File: config.mk
export PLATFORM = sky130hd
export DESIGN_NAME = reset_sequencer
export DESIGN_NICKNAME = d
export VERILOG_FILES = /design/src/rtl/synth_pkg.sv /design/src/rtl/sat_counter.sv /design/src/rtl/reset_sequencer.sv
export SDC_FILE = /design/constraint.sdc
export NUM_CORES = 1
export LEC_CHECK = 0
export CORE_MARGIN = 2
export CORE_UTILIZATION = 52
export CTS_CLUSTER_DIAMETER = 120
export DETAILED_ROUTE_END_ITERATION = 8
export PLACE_DENSITY = 0.86
export SLEW_MARGIN = 20
export SYNTH_ARGS = -nofsm -noshare
export SYNTH_HDL_FRONTEND = slang
export SYNTH_SLANG_ARGS = --single-unit
export TNS_END_PERCENT = 20
File: constraint.sdc
create_clock -name clk -period 1.9 [get_ports clk]
set_input_delay 0.38 -clock clk [delete_from_list [all_inputs] [get_ports clk]]
set_output_delay 0.38 -clock clk [all_outputs]
set_load 0.03 [all_outputs]
File: src/rtl/synth_pkg.sv
`default_nettype none
// ============================================================================
//  Module      : synth_pkg
//  Description : Shared types and constants for the synth reset/control
//                fabric: sequencer state encoding, stage indices and the
//                MIDI System Reset status byte used as a soft-reset source.
//  Revision    : 1.0 - initial release
// ============================================================================
package synth_pkg;

  // Reset sequencer FSM encoding
  typedef enum logic [1:0] {
    HOLD = 2'd0,
    WAIT = 2'd1,
    RUN  = 2'd2
  } seq_state_t;

  // Release order of the sequenced sub-systems
  localparam int STAGE_CODEC = 0;
  localparam int STAGE_MIDI  = 1;
  localparam int STAGE_VOICE = 2;

  // Decoded MIDI System Reset status byte that requests a soft reset
  localparam logic [7:0] MIDI_SYSTEM_RESET = 8'hFF;

  // Width of the hold / timeout counters and of the stage index
  localparam int CNT_W = 16;
  localparam int IDX_W = 3;

  // Terminal compare value for a counter that must fire on its Nth edge:
  // the event is taken on the edge that sees N-1 already counted.
  function automatic logic [CNT_W-1:0] term_of(input int cycles);
    term_of = CNT_W'(cycles - 1);
  endfunction

endpackage : synth_pkg
`default_nettype wire

File: src/rtl/sat_counter.sv
`default_nettype none
// ============================================================================
//  Module      : sat_counter
//  Description : 16-bit up counter with synchronous clear, count enable,
//                terminal-count compare and saturation at all-ones.
//  Revision    : 1.0 - initial release
// ============================================================================
module sat_counter
  import synth_pkg::*;
#(
  parameter logic [CNT_W-1:0] TERMINAL = 16'd0
) (
  input  logic clk,
  input  logic reset_n,
  input  logic clear,
  input  logic enable,
  output logic at_terminal
);

  localparam logic [CNT_W-1:0] CNT_MAX = '1;

  logic [CNT_W-1:0] count;

  // Count enabled edges; clear has priority, and the value sticks at the top
  always_ff @(posedge clk) begin
    if (!reset_n) begin
      count <= '0;
    end else if (clear) begin
      count <= '0;
    end else if (enable && (count != CNT_MAX)) begin
      count <= count + 1'b1;
    end
  end

  // Saturation means the count can only pass the terminal value, never wrap
  // below it, so a >= compare stays asserted once reached.
  assign at_terminal = (count >= TERMINAL);

endmodule : sat_counter
`default_nettype wire

File: src/rtl/reset_sequencer.sv
`default_nettype none
// ============================================================================
//  Module      : reset_sequencer
//  Description : Releases the synth sub-system resets one at a time
//                (codec/DAC, MIDI receiver, voice engine). Each stage must
//                acknowledge with stage_ready, or time out, before the next
//                stage is released. A soft-reset pulse restarts the whole
//                sequence while keeping the sticky timeout report.
//  Revision    : 1.0 - initial release
// ============================================================================
module reset_sequencer
  import synth_pkg::*;
#(
  parameter int NUM_STAGES     = 3,
  parameter int HOLD_CYCLES    = 16,
  parameter int TIMEOUT_CYCLES = 1024
) (
  input  logic                  clk,
  input  logic                  reset_n,
  input  logic                  soft_reset_req,
  input  logic [NUM_STAGES-1:0] stage_ready,
  output logic [NUM_STAGES-1:0] stage_reset,
  output logic                  all_ready,
  output logic                  timeout_flag,
  output logic [2:0]            timeout_stage
);

  localparam logic [CNT_W-1:0] HOLD_TERM    = term_of(HOLD_CYCLES);
  localparam logic [CNT_W-1:0] TIMEOUT_TERM = term_of(TIMEOUT_CYCLES);
  localparam logic [IDX_W-1:0] LAST_IDX     = IDX_W'(NUM_STAGES - 1);

  seq_state_t       state;
  logic [IDX_W-1:0] idx;

  logic             hold_clear;
  logic             hold_enable;
  logic             hold_done;
  logic             tmo_clear;
  logic             tmo_enable;
  logic             tmo_hit;
  logic [7:0]       ready_pad;
  logic             ready_now;
  logic             advance;

  // Zero-pad so the 3-bit stage index can address ready for any NUM_STAGES
  assign ready_pad = 8'(stage_ready);
  assign ready_now = ready_pad[idx];

  // A stage completes when it acknowledges or its wait budget runs out
  assign advance = (state == WAIT) && (ready_now || tmo_hit);

  // Hold counter runs only in HOLD; any exit or a soft request zeroes it
  assign hold_enable = (state == HOLD);
  assign hold_clear  = soft_reset_req || (state != HOLD);

  // Timeout counter restarts on every stage change so each stage gets a full budget
  assign tmo_enable = (state == WAIT);
  assign tmo_clear  = soft_reset_req || (state != WAIT) || advance;

  sat_counter #(
    .TERMINAL (HOLD_TERM)
  ) u_hold_cnt (
    .clk         (clk),
    .reset_n     (reset_n),
    .clear       (hold_clear),
    .enable      (hold_enable),
    .at_terminal (hold_done)
  );

  sat_counter #(
    .TERMINAL (TIMEOUT_TERM)
  ) u_tmo_cnt (
    .clk         (clk),
    .reset_n     (reset_n),
    .clear       (tmo_clear),
    .enable      (tmo_enable),
    .at_terminal (tmo_hit)
  );

  // Sequencer FSM with registered outputs: reset_n beats soft request beats ready/timeout
  always_ff @(posedge clk) begin
    if (!reset_n) begin
      state         <= HOLD;
      idx           <= '0;
      stage_reset   <= '1;
      all_ready     <= 1'b0;
      timeout_flag  <= 1'b0;
      timeout_stage <= 3'd0;
    end else if (soft_reset_req) begin
      // Timeout report is deliberately kept so firmware can still read it
      state       <= HOLD;
      idx         <= '0;
      stage_reset <= '1;
      all_ready   <= 1'b0;
    end else begin
      case (state)
        HOLD: begin
          if (hold_done) begin
            stage_reset[STAGE_CODEC] <= 1'b0;
            state                    <= WAIT;
          end
        end

        WAIT: begin
          if (advance) begin
            // A timeout is only recorded when the stage never answered
            if (!ready_now) begin
              timeout_flag <= 1'b1;
              if (!timeout_flag) begin
                timeout_stage <= idx;
              end
            end
            if (idx == LAST_IDX) begin
              state     <= RUN;
              all_ready <= 1'b1;
            end else begin
              for (int k = 0; k < NUM_STAGES; k++) begin
                if (k == (int'(idx) + 1)) begin
                  stage_reset[k] <= 1'b0;
                end
              end
              idx <= idx + 1'b1;
            end
          end
        end

        RUN: begin
          // Fully released; stage_ready changes are ignored here
        end

        default: begin
          state       <= HOLD;
          idx         <= '0;
          stage_reset <= '1;
          all_ready   <= 1'b0;
        end
      endcase
    end
  end

endmodule : reset_sequencer
`default_nettype wire

==> results by stage <==
STA:
- Measured against its own limit, the worst slew margin works out to 61.5%.
- The final critical-path setup slack is 0.0947 ns.
- The final count of negative-setup-slack endpoints is 0.
- The minimum hold slack is 0.485 ns.
- In the finished design, the share of the clock period the worst path needs comes to 95.0%.
- The routed design could run at a clock period as short as 1.81 ns.
- The number of failing hold endpoints at the final stage is 0.
- Setup repair after global routing left no endpoint under its margin.
- Between clock sinks in the finished design, the worst skew comes to 0.0170 ns.
- The setup TNS is 0 ns.
- The measured slew at the worst slew-check pin is 0.563 ns.
- The number of pins exceeding their max-slew limit in the final report was 0.
- Based on the critical path, the design can be clocked at up to 554 MHz.

Cells and area:
- The most frequent standard cell in the layout excluding fill and tap cells is sky130_fd_sc_hd__dfxtp_1.
- Of the cells placed in the final design, the portion with a size suffix greater than 1 is 14.6%.
- Excluding fillers, the count of instances in the completed layout stands at 337.
- The final core utilization is 65.3%.
- The top cell types in the final layout, fill and taps aside, are 43 x sky130_fd_sc_hd__dfxtp_1, 34 x sky130_fd_sc_hd__nor2_1, 18 x sky130_fd_sc_hd__nand2_1, 18 x sky130_fd_sc_hd__a21oi_1, 17 x sky130_fd_sc_hd__buf_4.
- Relative to the synthesized area, the layout overhead comes to 20.5%.
- After filler insertion, the fill cell instance count of the layout stands at 309.
- The final antenna diode count is 0.
- The net count of the finished layout is 299.
- The final cell area excluding filler cells is 2610 um2.

Synth:
- The mean instance size in the synthesized netlist is 8.67 um2.
- The netlist uses 50 different library cells.
- The sequential area share after synthesis is 41.5%.
- Counting flops and latches in the post-synthesis netlist gives 45.
- During synthesis, Yosys emitted a total of 0 warnings.
- The synthesized netlist occupies a cell area of 2170 um2.
- The number of flops mapped to enable cells by yosys is 0.
- The main flop type after synthesis is sky130_fd_sc_hd__dfxtp_1.
- Counting flops with an async set or reset pin after synthesis yields a share of 0%.
- Counting every instance in the synthesized netlist gives 250.

Floorplanning:
- The core area is 4000 um2.
- The floorplan step defined a die boundary enclosing 4700 um2.
- 14 I/O pins were placed.
- The die boundary height is 68.6 um.
- The x dimension of the die is 68.6 um.
- The effective utilization at floorplan is 54.2%.
- The total number of placement rows is 23.

Global routing:
- The number of global-route vias before repair is 1667.
- The sum of overflow across all layers after global routing is 0.
- The number of antenna violations at the first check in global routing is 0.
- Global routing used 20.4% of the available tracks across all layers.
- The global-route wire length before repair is 7220 um.
- Entering global routing, the biggest net connects 17 pins.

Detailed routing:
- In the routed design, unresolved DRC markers number 0.
- The count of antenna-violating nets left after detailed routing is 0.
- After detailed routing, the average wire length per cell comes to 13.6 um.
- The DRC marker count from the first detailed-route iteration is 176.
- For this run, the detailed router's first-pass iteration total came to 4.
- Wires add up to 4570 um.
- After detailed routing, the number of vias per cell comes to 5.72.
- The via count is 1927.

Worst hold path:
- The worst hold path startpoint is timeout_stage[2]$_SDFFE_PN0P_.
- The worst hold path belongs to the class flop to flop.

Pwr:
- The design draws 1.76 mW.
- The static leakage is 0.910 nW.
- The total power per unit cell area is 672 nW/um2.
- The worst-case IR drop observed on VDD is 563 uV.

Clock network:
- The clock transition at the register clock pins on the worst setup and hold paths after CTS is 0.09 ns.
- The clock insertion delay at the later pin of the skew report is 0.30 ns.
- In this run, post-CTS hold repair placed 0 buffers.
- TritonCTS built the clock tree.
- CTS placed an instance of sky130_fd_sc_hd__clkbuf_8 at the clock tree root.
- In this run the number of H-tree levels came out at 2.
- The CTS buffer count is 5.
- CTS saw 45 sinks.
- No sink is reached through more buffers than the 2 on the longest clock path.

Worst setup path:
- The maximum fanout along the worst path is 6.
- The worst reg2reg path startpoint is u_tmo_cnt.count[1]$_SDFFE_PP0P_.
- The timing startpoint of the critical path is u_tmo_cnt.count[1]$_SDFFE_PP0P_.
- The critical path launch point type is a flop.
- The arrival time at the worst endpoint is 2.03 ns.
- At the worst endpoint, the required time is 2.12 ns.
- The capturing element type of the critical path is a flop.
- The critical setup path kind is flop to flop.

Placed design:
- After detailed placement, the design holds a cell count of 329.
- Timing analysis after detailed placement gives a worst setup slack of -0.0824 ns.
- After detailed placement, the total cell area comes to 2480 um2.
- Buffers placed on the I/O ports in this run total 13.
- The congestion estimate from routability-driven global placement came to 0.818.
- The detailed-placement wirelength estimate is 3180 um.

Status:
- The flow ran to the end, and the final reports show no timing, DRC or antenna violations.

Run:
- The max capacitance violation total is 0.
==> power by group <==
part	total [mW]	internal (mW)	switching (mW)
registers	0.957	0.951	0.00605
logic	0.0493	0.0218	0.0276
clock network	0.750	0.427	0.322
==> kinds of logic after synthesis <==
family          synth area share, %
flops                          41.5
other cells                   0.173
fa+ha+maj                      4.04
buf+inv                        2.71
compound gates                 16.6
mux                           0.462
simple gates                   26.8
xor+xnor                       7.67
==> final cells by class <==
cell class	instances	area (um2)	area share, %
Multi-Input combinational cell	196	1240	47.4
Sequential cell	45	903	34.6
Timing Repair Buffer	30	258	9.87
Clock buffer	6	82.6	3.16
Tap cell	50	62.6	2.39
Clock inverter	2	37.5	1.44
Inverter	8	30.0	1.15
==> flip-flops by register name, summed over array words and instances (netlist names) <==
name,count
all_ready,1
idx,3
stage_reset,3
state,2
timeout_flag,1
timeout_stage,3
u_hold_cnt.count,16
u_tmo_cnt.count,16
==> synth_stat cells (all sizes together) (2+ instances only) <==
cell type | instances | share of area [%]
dfxtp | 45 | 42
nor2 | 34 | 5.9
a21oi | 19 | 4.4
nand2 | 18 | 3.1
xnor2 | 14 | 5.7
nand3 | 13 | 3.0
o21ai | 13 | 3.2
nor3 | 12 | 2.8
inv | 8 | 1.4
ha | 7 | 4.0
nand4 | 6 | 3.1
nor4 | 6 | 2.0
a211oi | 5 | 2.0
xor2 | 5 | 2.0
a2111oi | 3 | 1.5
a31oi | 3 | 0.87
and3 | 3 | 1.1
buf | 3 | 0.81
clkbuf | 3 | 0.52
a21boi | 2 | 0.69
nor2b | 2 | 0.58
o211ai | 2 | 0.69
o21a | 2 | 0.69
or3 | 2 | 0.58
or4 | 2 | 0.69
==> layer usage <==
layer	vias to the layer above	track usage [%]	part of all wire [%]
met1	890	24.7	45
met5	-	0	0
li1	964	-	-
met2	62	34.3	48
met4	0	9.25	1.7
met3	11	4.71	5.0
==> worst max-delay path: stages, from the launching register on <==
cell	delay, ns
sky130_fd_sc_hd__dfxtp_2	0.36
sky130_fd_sc_hd__ha_2	0.19
sky130_fd_sc_hd__and3_4	0.22
sky130_fd_sc_hd__nor3b_4	0.29
sky130_fd_sc_hd__a2111oi_2	0.09
sky130_fd_sc_hd__buf_4	0.17
sky130_fd_sc_hd__o31a_1	0.27
sky130_fd_sc_hd__nor3_1	0.17
==> final timing paths <==
kind                                                      end  slack [ns]  depth (start not counted)
worst max-delay path                      idx[2]$_SDFFE_PP0P_        0.09                          7
worst min-delay path            timeout_stage[2]$_SDFFE_PN0P_        0.48                          2
worst max register to register            idx[2]$_SDFFE_PP0P_        0.09                          7
worst min register to register  timeout_stage[2]$_SDFFE_PN0P_        0.48                          2
==> repair_timing <==
action,4_1_cts,5_1_grt
resized for setup,0,6
endpoints found under the setup margin,0,5
setup buffers,0,0
Power figures use the tool's default switching activity.
